==> config.mk <==
export PLATFORM = sky130hd
export DESIGN_NAME = instr_fetch_unit_flat
export DESIGN_NICKNAME = d
export VERILOG_FILES = /design/src/rtl/instr_fetch_unit_if.sv /design/src/rtl/instr_fetch_unit.sv /design/src/flat_wrapper.sv
export SDC_FILE = /design/constraint.sdc
export NUM_CORES = 1
export LEC_CHECK = 0
export ABC_AREA = 1
export CORE_ASPECT_RATIO = 0.9
export CORE_MARGIN = 4
export CORE_UTILIZATION = 45
export CTS_BUF_LIST = sky130_fd_sc_hd__clkbuf_8
export CTS_CLUSTER_DIAMETER = 200
export CTS_CLUSTER_SIZE = 10
export DETAILED_ROUTE_END_ITERATION = 12
export GPL_TIMING_DRIVEN = 0
export PLACE_DENSITY_LB_ADDON = 0.15
export SYNTH_ARGS = -nofsm -noshare
export SYNTH_HDL_FRONTEND = slang
export SYNTH_SLANG_ARGS = --single-unit
==> constraint.sdc <==
create_clock -name clk -period 1.6 [get_ports clk]
set_clock_uncertainty 0.2 [all_clocks]
set_input_delay 0.32 -clock clk [delete_from_list [all_inputs] [get_ports clk]]
set_output_delay 0.32 -clock clk [all_outputs]
set_load 0.1 [all_outputs]
==> src/rtl/instr_fetch_unit_if.sv <==
// instr_fetch_unit_if: instruction-memory fetch bus (req/addr out, ready/rdata back).
interface instr_fetch_unit_if;
  logic        imem_req;
  logic [31:0] imem_addr;
  logic        imem_ready;
  logic [31:0] imem_rdata;
  modport master (output imem_req, imem_addr, input imem_ready, imem_rdata);
  modport slave (input imem_req, imem_addr, output imem_ready, imem_rdata);
endinterface

==> src/rtl/instr_fetch_unit.sv <==
// instr_fetch_unit: pc owner and fetch/execute sequencer feeding the control unit.
// Define IFU_MISALIGN_CHECK_EN to fault on misaligned redirects instead of aligning them.
module instr_fetch_unit #(
  parameter logic [31:0] RESET_PC       = 32'h0000_0000,
  parameter int          TIMEOUT_CYCLES = 16
) (
  input  logic                      clk,
  input  logic                      rst_n,
  instr_fetch_unit_if.master        imem,
  input  logic                      i_stall,
  input  logic [31:0]               i_branch_target,
  output logic [31:0]               o_instruction,
  output logic [31:0]               o_pc_out,
  output logic                      o_instr_valid,
  output logic [31:0]               o_instr_count,
  output logic                      o_fetch_fault
);
  localparam int TW = $clog2(TIMEOUT_CYCLES + 1);
  typedef enum logic [1:0] {S_IDLE, S_FETCH, S_EXEC, S_FAULT} state_t;
  state_t        r_state, w_state;
  logic [31:0]   r_pc, w_pc, r_pc_out, w_pc_out, r_instr, w_instr, r_count, w_count;
  logic [TW-1:0] r_tmo, w_tmo;
  logic          r_fault, w_fault, w_redir;
  assign w_redir = i_branch_target != 32'd0;
  always_comb begin
    w_state  = r_state;
    w_pc     = r_pc;
    w_pc_out = r_pc_out;
    w_instr  = r_instr;
    w_count  = r_count;
    w_tmo    = r_tmo;
    w_fault  = r_fault;
    case (r_state)
      S_IDLE: w_state = S_FETCH;
      S_FETCH: begin
        if (imem.imem_ready) begin
          w_instr  = imem.imem_rdata;
          w_pc_out = r_pc;
          w_tmo    = '0;
          w_state  = S_EXEC;
        end else begin
          w_tmo = r_tmo + TW'(1);
          if (r_tmo == TW'(TIMEOUT_CYCLES - 1)) begin
            w_fault = 1'b1;
            w_state = S_FAULT;
          end
        end
      end
      S_EXEC: begin
        if (!i_stall) begin
`ifdef IFU_MISALIGN_CHECK_EN
          if (w_redir && i_branch_target[1:0] != 2'b00) begin
            w_fault = 1'b1;
            w_state = S_FAULT;
          end else begin
            w_pc    = w_redir ? i_branch_target : r_pc + 32'd4;
            w_count = r_count + 32'd1;
            w_state = S_FETCH;
          end
`else
          w_pc    = w_redir ? (i_branch_target & ~32'd3) : r_pc + 32'd4;
          w_count = r_count + 32'd1;
          w_state = S_FETCH;
`endif
        end
      end
      default: w_state = S_FAULT;
    endcase
  end
  always_ff @(posedge clk or negedge rst_n) begin
    if (!rst_n) begin
      r_state  <= S_IDLE;
      r_pc     <= RESET_PC;
      r_pc_out <= RESET_PC;
      r_instr  <= 32'h0000_0013;
      r_count  <= '0;
      r_tmo    <= '0;
      r_fault  <= 1'b0;
    end else begin
      r_state  <= w_state;
      r_pc     <= w_pc;
      r_pc_out <= w_pc_out;
      r_instr  <= w_instr;
      r_count  <= w_count;
      r_tmo    <= w_tmo;
      r_fault  <= w_fault;
    end
  end
  assign imem.imem_req   = r_state == S_FETCH;
  assign imem.imem_addr  = r_pc;
  assign o_instr_valid   = r_state == S_EXEC;
  assign o_instruction   = r_instr;
  assign o_pc_out        = r_pc_out;
  assign o_instr_count   = r_count;
  assign o_fetch_fault   = r_fault;
endmodule
==> src/flat_wrapper.sv <==
// flat-port wrapper written by rule: the top's interface ports become plain ports
module instr_fetch_unit_flat 
#(
  parameter logic [31:0] RESET_PC       = 32'h0000_0000,
  parameter int          TIMEOUT_CYCLES = 16
)
  (clk, rst_n, i_stall, i_branch_target, o_instruction, o_pc_out, o_instr_valid, o_instr_count, o_fetch_fault, imem_imem_req, imem_imem_addr, imem_imem_ready, imem_imem_rdata);
  instr_fetch_unit_if imem_i ();
  input  logic clk;
  input  logic rst_n;
  input  logic i_stall;
  input  logic [31:0] i_branch_target;
  output logic [31:0] o_instruction;
  output logic [31:0] o_pc_out;
  output logic o_instr_valid;
  output logic [31:0] o_instr_count;
  output logic o_fetch_fault;
  output wire logic [$bits(imem_i.imem_req)-1:0] imem_imem_req;
  output wire logic [$bits(imem_i.imem_addr)-1:0] imem_imem_addr;
  input wire logic [$bits(imem_i.imem_ready)-1:0] imem_imem_ready;
  input wire logic [$bits(imem_i.imem_rdata)-1:0] imem_imem_rdata;
  assign imem_imem_req = imem_i.imem_req;
  assign imem_imem_addr = imem_i.imem_addr;
  assign imem_i.imem_ready = imem_imem_ready;
  assign imem_i.imem_rdata = imem_imem_rdata;
  instr_fetch_unit #(.RESET_PC(RESET_PC), .TIMEOUT_CYCLES(TIMEOUT_CYCLES)) u_core (.clk(clk), .rst_n(rst_n), .imem(imem_i), .i_stall(i_stall), .i_branch_target(i_branch_target), .o_instruction(o_instruction), .o_pc_out(o_pc_out), .o_instr_valid(o_instr_valid), .o_instr_count(o_instr_count), .o_fetch_fault(o_fetch_fault));
endmodule
==> results of run 1 <==
[logic make-up after synthesis]
logic type	synth area share, %
XOR/XNOR	3.12
adder cells (fa/ha/maj)	0.713
flip-flops	47.1
AO/OA/AOI/OAI	3.99
buffers and inverters	6.79
other	0.0534
AND/OR/NAND/NOR	38.2
[final cells by class]
class | instances | area, sq um
Fill cell | 663 | 1700
Tap cell | 202 | 253
Buffer | 30 | 377
Timing Repair Buffer | 329 | 4740
Multi-Input combinational cell | 740 | 4130
Inverter | 83 | 335
Clock buffer | 17 | 234
Sequential cell | 132 | 3470
Clock inverter | 15 | 95.1
[timing repair]
item	4_1_cts	5_1_grt
hold endpoints to repair	61	5
pin swaps	17	85
gates cloned	0	16
buffers inserted	50	64
hold buffers	1	5
endpoints found under the setup margin	228	244
gates resized for setup	1098	380
[worst max path at each step]
stage                                  start                   endpoint  slack, ns  depth (start not counted)
floorplan                  u_core.r_state[0]   u_core.o_instr_count[17]      -0.40                          7
global placement                       rst_n  u_core.imem.imem_addr[17]      -6.29                          1
global route        u_core.imem.imem_addr[2]  u_core.imem.imem_addr[14]      -0.39                         11
finish              u_core.imem.imem_addr[2]  u_core.imem.imem_addr[14]      -0.35                         11
CTS                        u_core.r_state[0]              imem_imem_req      -0.25                          3
detailed placement         u_core.r_state[1]              imem_imem_req      -0.80                          4
[worst min-delay path: cells and delay by family]
family / cells / cell delay (ns)
AND/OR/NAND/NOR: 3 / 0.15
buffers and inverters: 2 / 0.17
[metrics by stage]
stage / TNS [ns] / power (uW) / hold slack (ns) / worst slack (ns)
after floorplan: -38.06 / 16200 / -0.176 / -0.400
after global placement: -835.20 / 19600 / 0.254 / -6.29
after detailed placement: -92.12 / 19700 / 0.145 / -0.804
after CTS: -10.54 / 24600 / 0.117 / -0.247
after global routing: -38.85 / 29300 / 0.0442 / -0.386
final: -29.22 / 28500 / 0.0180 / -0.350
[flip-flops by register name, indices dropped and copies added (netlist names)]
register / count
u_core.o_instr_count: 32
u_core.o_fetch_fault: 1
u_core.r_state: 2
u_core.o_instruction: 32
u_core.o_pc_out: 30
u_core.r_tmo: 5
u_core.imem.imem_addr: 30
[metal layers]
layer | up-vias | part of all wire, % | GRT usage, %
li1 | 3731 | - | -
met4 | 0 | 5.2 | 7.46
met5 | - | 0 | 0
met3 | 167 | 9.8 | 7.24
met1 | 4168 | 37 | 36.0
met2 | 605 | 48 | 43.3
[power by group]
group | switching, uW | internal (uW)
clock | 1480 | 1040
combinational | 12300 | 7140
sequential | 1760 | 4700
[cell usage in the layout, fill, tap and decap left out, types with 5 or more instances in the layout]
cell,instances
clkdlybuf4s50_1,34
o21ai_2,14
nand2_2,49
nor2_1,71
o21ai_0,6
inv_2,7
clkbuf_16,12
buf_4,89
nor2_4,38
nand2_8,5
inv_1,72
nand3_2,12
buf_8,14
nand2_4,15
dlygate4sd3_1,6
xor2_1,18
nand3b_1,6
buf_6,32
nor3_4,8
nor2_2,28
nand2_1,373
clkbuf_8,18
xnor2_1,5
clkinvlp_4,5
nand3_1,36
dfrtp_2,29
o21ai_1,22
dfrtp_1,66
buf_12,137
clkinv_2,7
dlymetal6s2s_1,29
dfrtp_4,34
==> impl_metrics.env, run 1 <==
export IMPL_synthMostInstantiatedCell="nand2_1"
export IMPL_setup_ws_ns=-0.350
export IMPL_initial_core_util_pct=45.8
export IMPL_cp_required_ns=1.75
export IMPL_clk_latency_ns=0.47
export IMPL_place_gp_congestion=0.911
export IMPL_synth_edf_count=0
export IMPL_clk_pin_slew_ns=0.08
export IMPL_cts_buffers=17
export IMPL_via_per_inst=5.60
export IMPL_io_buffers=194
export IMPL_reg2reg_from="u_core.imem.imem_addr[2]"
export IMPL_num_vias=8671
export IMPL_max_cap_violations=0
export IMPL_p_per_area_nw_per_um2=2090
export IMPL_rsz0062_at_grt="true"
export IMPL_ys_flop_type="dfrtp_1"
export IMPL_end_kind="flip-flop"
export IMPL_yosysSeqAreaShare_pct=47.1
export IMPL_ios=199
export IMPL_htreeDepth=4
export IMPL_finalHoldViolCount=0
export IMPL_finalInstanceArea_sq_um=13600
export IMPL_min_to="u_core.imem.imem_addr[18]"
export IMPL_synth_cell_types=37
export IMPL_drc=0
export IMPL_r2r_end="u_core.imem.imem_addr[14]"
export IMPL_num_antenna_cells=0
export IMPL_status="finished, violations left"
export IMPL_syn_instance_count=980
export IMPL_cts_root_buf="clkbuf_8"
export IMPL_antenna_found_initial=0
export IMPL_crit_chain="ha_4, nand2_4, nor2_4, nand2_4, buf_6, nor2_4, nand2_1, nand2_1, nand2_1, nand3_1, nand2_1"
export IMPL_yosys_warnings=0
export IMPL_slowest_delay_ns=0.47
export IMPL_violations="negative setup slack"
export IMPL_wl_per_cell_um=20.9
export IMPL_cts_tree="built"
export IMPL_drv_slew=0
export IMPL_crit_family="simple AND/OR/NAND/NOR gates"
export IMPL_cts_path_max_buffers=2
export IMPL_drive_gt1_share_pct=42.9
export IMPL_async_flop_share_pct=100
export IMPL_final_util_pct=88.9
export IMPL_slowest_stage="dfrtp_4"
export IMPL_max_slew_margin_rel_pct=55.2
export IMPL_grt_remaining_overflow=0
export IMPL_rows=43
export IMPL_cp_arrival_ns=2.10
export IMPL_grt_pass1_vias=7315
export IMPL_fp_coreArea_sq_um=15300
export IMPL_drtIter0Drc=910
export IMPL_placed_area_sq_um=9640
export IMPL_worst_path_most_repeated_cell="nand2_1"
export IMPL_syn_to_final_growth_pct=94.3
export IMPL_netlist_top_cells_area="dfrtp_1, nand2_1, nor2_1"
export IMPL_synth_seq_cells=132
export IMPL_clock_sinks=132
export IMPL_mappedNetlistArea_sq_um=7020
export IMPL_crit_type="flip-flop to flip-flop"
export IMPL_netlist_top_cell_by_area="dfrtp_1"
export IMPL_period_needed_ns=1.95
export IMPL_dp_hpwl_mm=16.2
export IMPL_p_leak_uw=0.00650
export IMPL_synth_avg_cell_area_sq_um=7.16
export IMPL_dr_pass1_iters=5
export IMPL_grt_max_degree=72
export IMPL_r2r_cells=11
export IMPL_rrSetupSlack_ns=-0.35
export IMPL_period_share_pct=122
export IMPL_wl_mm=32.3
export IMPL_synth_common_cells="nand2_1, dfrtp_1, nor2_1"
export IMPL_synth_top_cell_area_share_pct=46.0
export IMPL_critPathBufInv=1
export IMPL_hold_start="i_branch_target[18]"
export IMPL_ir_worst_vdd_mv=1.77
export IMPL_hold_path_class="primary input to flip-flop"
export IMPL_grt_use_total_pct=26.8
export IMPL_final_nets=1405
export IMPL_grt_pass1_wl_mm=37.7
export IMPL_stdcell_count=1548
export IMPL_fmax_mhz=513
export IMPL_hold_path_depth=5
export IMPL_placed_cells=1380
export IMPL_die_x_um=140
export IMPL_ant_nets=0
export IMPL_cp_max_fo=5
export IMPL_die_h_um=126
export IMPL_final_setup_viol_count=201
export IMPL_start_kind="flip-flop"
export IMPL_tightestPinTransition_ns=0.670
export IMPL_die_area_sq_um=17700
No activity file was read; power rests on OpenSTA's default activity.
==> run 2: changes to the inputs <==
--- a/config.mk
+++ b/config.mk
@@ -10,11 +10,13 @@
 export CORE_MARGIN = 4
 export CORE_UTILIZATION = 45
 export CTS_BUF_LIST = sky130_fd_sc_hd__clkbuf_8
-export CTS_CLUSTER_DIAMETER = 200
+export CTS_CLUSTER_DIAMETER = 150
 export CTS_CLUSTER_SIZE = 10
 export DETAILED_ROUTE_END_ITERATION = 12
 export GPL_TIMING_DRIVEN = 0
+export MAX_ROUTING_LAYER = met4
 export PLACE_DENSITY_LB_ADDON = 0.15
+export SETUP_SLACK_MARGIN = 0.02
 export SYNTH_ARGS = -nofsm -noshare
 export SYNTH_HDL_FRONTEND = slang
 export SYNTH_SLANG_ARGS = --single-unit
==> run 2 against run 1 <==
  * The run still ends with negative setup slack left
  * Non-clock buffer count up 17
  * Clock power up 33%
  * Register-to-register slack about the same
  * Sequential cell count unchanged
  * Largest cell class unchanged
  * Highest routed layer unchanged
==> impl_metrics.env, run 2 (same netlist as run 1, synthesis figures left out) <==
export IMPL_dr_pass1_iters=7
export IMPL_drtIter0Drc=1355
export IMPL_cp_max_fo=7
export IMPL_io_buffers=194
export IMPL_period_share_pct=122
export IMPL_final_setup_viol_count=219
export IMPL_clk_pin_slew_ns=0.08
export IMPL_via_per_inst=5.71
export IMPL_final_nets=1422
export IMPL_cts_root_buf="clkbuf_8"
export IMPL_crit_family="simple AND/OR/NAND/NOR gates"
export IMPL_die_h_um=126
export IMPL_nFillCells=596
export IMPL_wl_per_cell_um=21.7
export IMPL_critPathBufInv=1
export IMPL_drc=0
export IMPL_ir_worst_vdd_mv=2.27
export IMPL_cts_path_max_buffers=2
export IMPL_die_x_um=140
export IMPL_cp_arrival_ns=2.17
export IMPL_final_common_cell="nand2_1"
export IMPL_max_slew_margin_rel_pct=50.0
export IMPL_slowest_stage="dfrtp_4"
export IMPL_wl_mm=34.0
export IMPL_ios=199
export IMPL_finalHoldViolCount=0
export IMPL_drive_gt1_share_pct=43.9
export IMPL_grt_use_total_pct=29.8
export IMPL_worst_path_most_repeated_cell="nand2_1"
export IMPL_violations="negative setup slack"
export IMPL_fp_coreArea_sq_um=15300
export IMPL_grt_remaining_overflow=0
export IMPL_initial_core_util_pct=45.8
export IMPL_period_needed_ns=1.95
export IMPL_num_vias=8947
export IMPL_hold_slack_ns=0.0405
export IMPL_p_leak_uw=0.00655
export IMPL_clk_latency_ns=0.48
export IMPL_rsz0062_at_grt="true"
export IMPL_p_per_area_nw_per_um2=2150
export IMPL_slowest_delay_ns=0.49
export IMPL_max_cap_violations=0
export IMPL_grt_pass1_vias=7682
export IMPL_hold_path_class="primary input to flip-flop"
export IMPL_final_cell_mix="nand2_1, buf_12, buf_4, inv_1"
export IMPL_end_kind="flip-flop"
export IMPL_ant_nets=0
export IMPL_htreeDepth=4
export IMPL_status="finished, violations left"
export IMPL_rows=43
export IMPL_start_kind="flip-flop"
export IMPL_cp_required_ns=1.81
export IMPL_fmax_mhz=512
export IMPL_crit_chain="clkinvlp_4, nor2_4, nand2_4, nor2_4, nand2_1, nand2_1, nand2_1, nand2_1, nand2_1, nand2_1"
export IMPL_place_gp_congestion=0.906
export IMPL_antenna_found_initial=2
export IMPL_tightestPinTransition_ns=0.748
export IMPL_cts_tree="built"
export IMPL_power_uw=29800
export IMPL_setup_ws_ns=-0.355
export IMPL_dp_hpwl_mm=16.1
export IMPL_clock_sinks=132
export IMPL_drv_slew=0
export IMPL_grt_pass1_wl_mm=40.4
export IMPL_placed_area_sq_um=9640
export IMPL_cts_buffers=17
export IMPL_grt_max_degree=68
export IMPL_crit_type="flip-flop to flip-flop"
export IMPL_tns_ns=-23.92
export IMPL_die_area_sq_um=17700
export IMPL_finalInstanceArea_sq_um=13800
export IMPL_syn_to_final_growth_pct=97.3
-- run 2: cell types whose count changed in the layout (fill, tap and decap cells not counted), moves of 6 or more --
cell and change:
buf_4 +23, dlymetal6s2s_1 -20, nand2_4 +8, dlygate4sd2_1 +16
clkinv_2 -6, nand2_2 -11
-- run 2: area by class of cell --
type	instances	area [sq um]	area share (%)
timing repair buffer	347	4750	34.3
multi-input combinational	740	4160	30.0
sequential	132	3470	25.1
buffer	29	413	2.98
inverter	83	342	2.47
clock buffer	19	262	1.89
tap	202	253	1.83
clock inverter	12	189	1.36
antenna	3	7.51	0.0542
-- run 2: what timing repair did --
action,4_1_cts,5_1_grt
setup endpoints to repair,241,258
cloned,5,9
hold endpoints to repair,65,0
gates resized for setup,1291,203
pin swaps,65,104
buffers inserted,71,71
hold buffers,1,0
-- run 2: routing by layer --
layer	GRT usage [%]	part of all wire, %	wire [um]	vias to the layer above
met5	-	0	0	-
met4	9.80	6.1	2080	0
met1	37.3	35	12000	4210
met3	7.58	11	3710	241
li1	-	-	-	3754
met2	47.9	48	16200	742
-- run 2: final timing paths --
path                                                from                         to  slack [ns]  cells past startpoint
worst max-delay path            u_core.imem.imem_addr[5]  u_core.imem.imem_addr[20]       -0.35                     10
worst min-delay path                 i_branch_target[22]  u_core.imem.imem_addr[22]        0.04                      5
worst max register to register  u_core.imem.imem_addr[5]  u_core.imem.imem_addr[20]       -0.35                     10
worst min register to register   u_core.o_instruction[1]    u_core.o_instruction[1]        0.30                      2
max in group asynchronous                          rst_n  u_core.imem.imem_addr[17]        0.21                      3
min in group asynchronous                          rst_n   u_core.o_instruction[11]        0.21                      2
-- run 2: power by group --
part | total (uW) | switching, uW | internal, uW
logic | 20000 | 12600 | 7390
clock network | 3350 | 1440 | 1910
registers | 6530 | 1820 | 4700
-- run 2: metrics by stage --
stage               setup WS (ns)  utilization [%]  cells
global route               -0.360             90.3   1566
CTS                        -0.225             81.1   1488
detailed placement         -0.832             62.9   1380
global placement            -6.41             62.7   1379
finish                     -0.355             90.3   1567
floorplan                  -0.400                -    983
-- run 2: worst register-to-register path: cells and delay by family, from the launching register on --
family        cells  cell delay (ns)
simple gates      9             1.03
flops             1             0.49
buf+inv           1             0.16
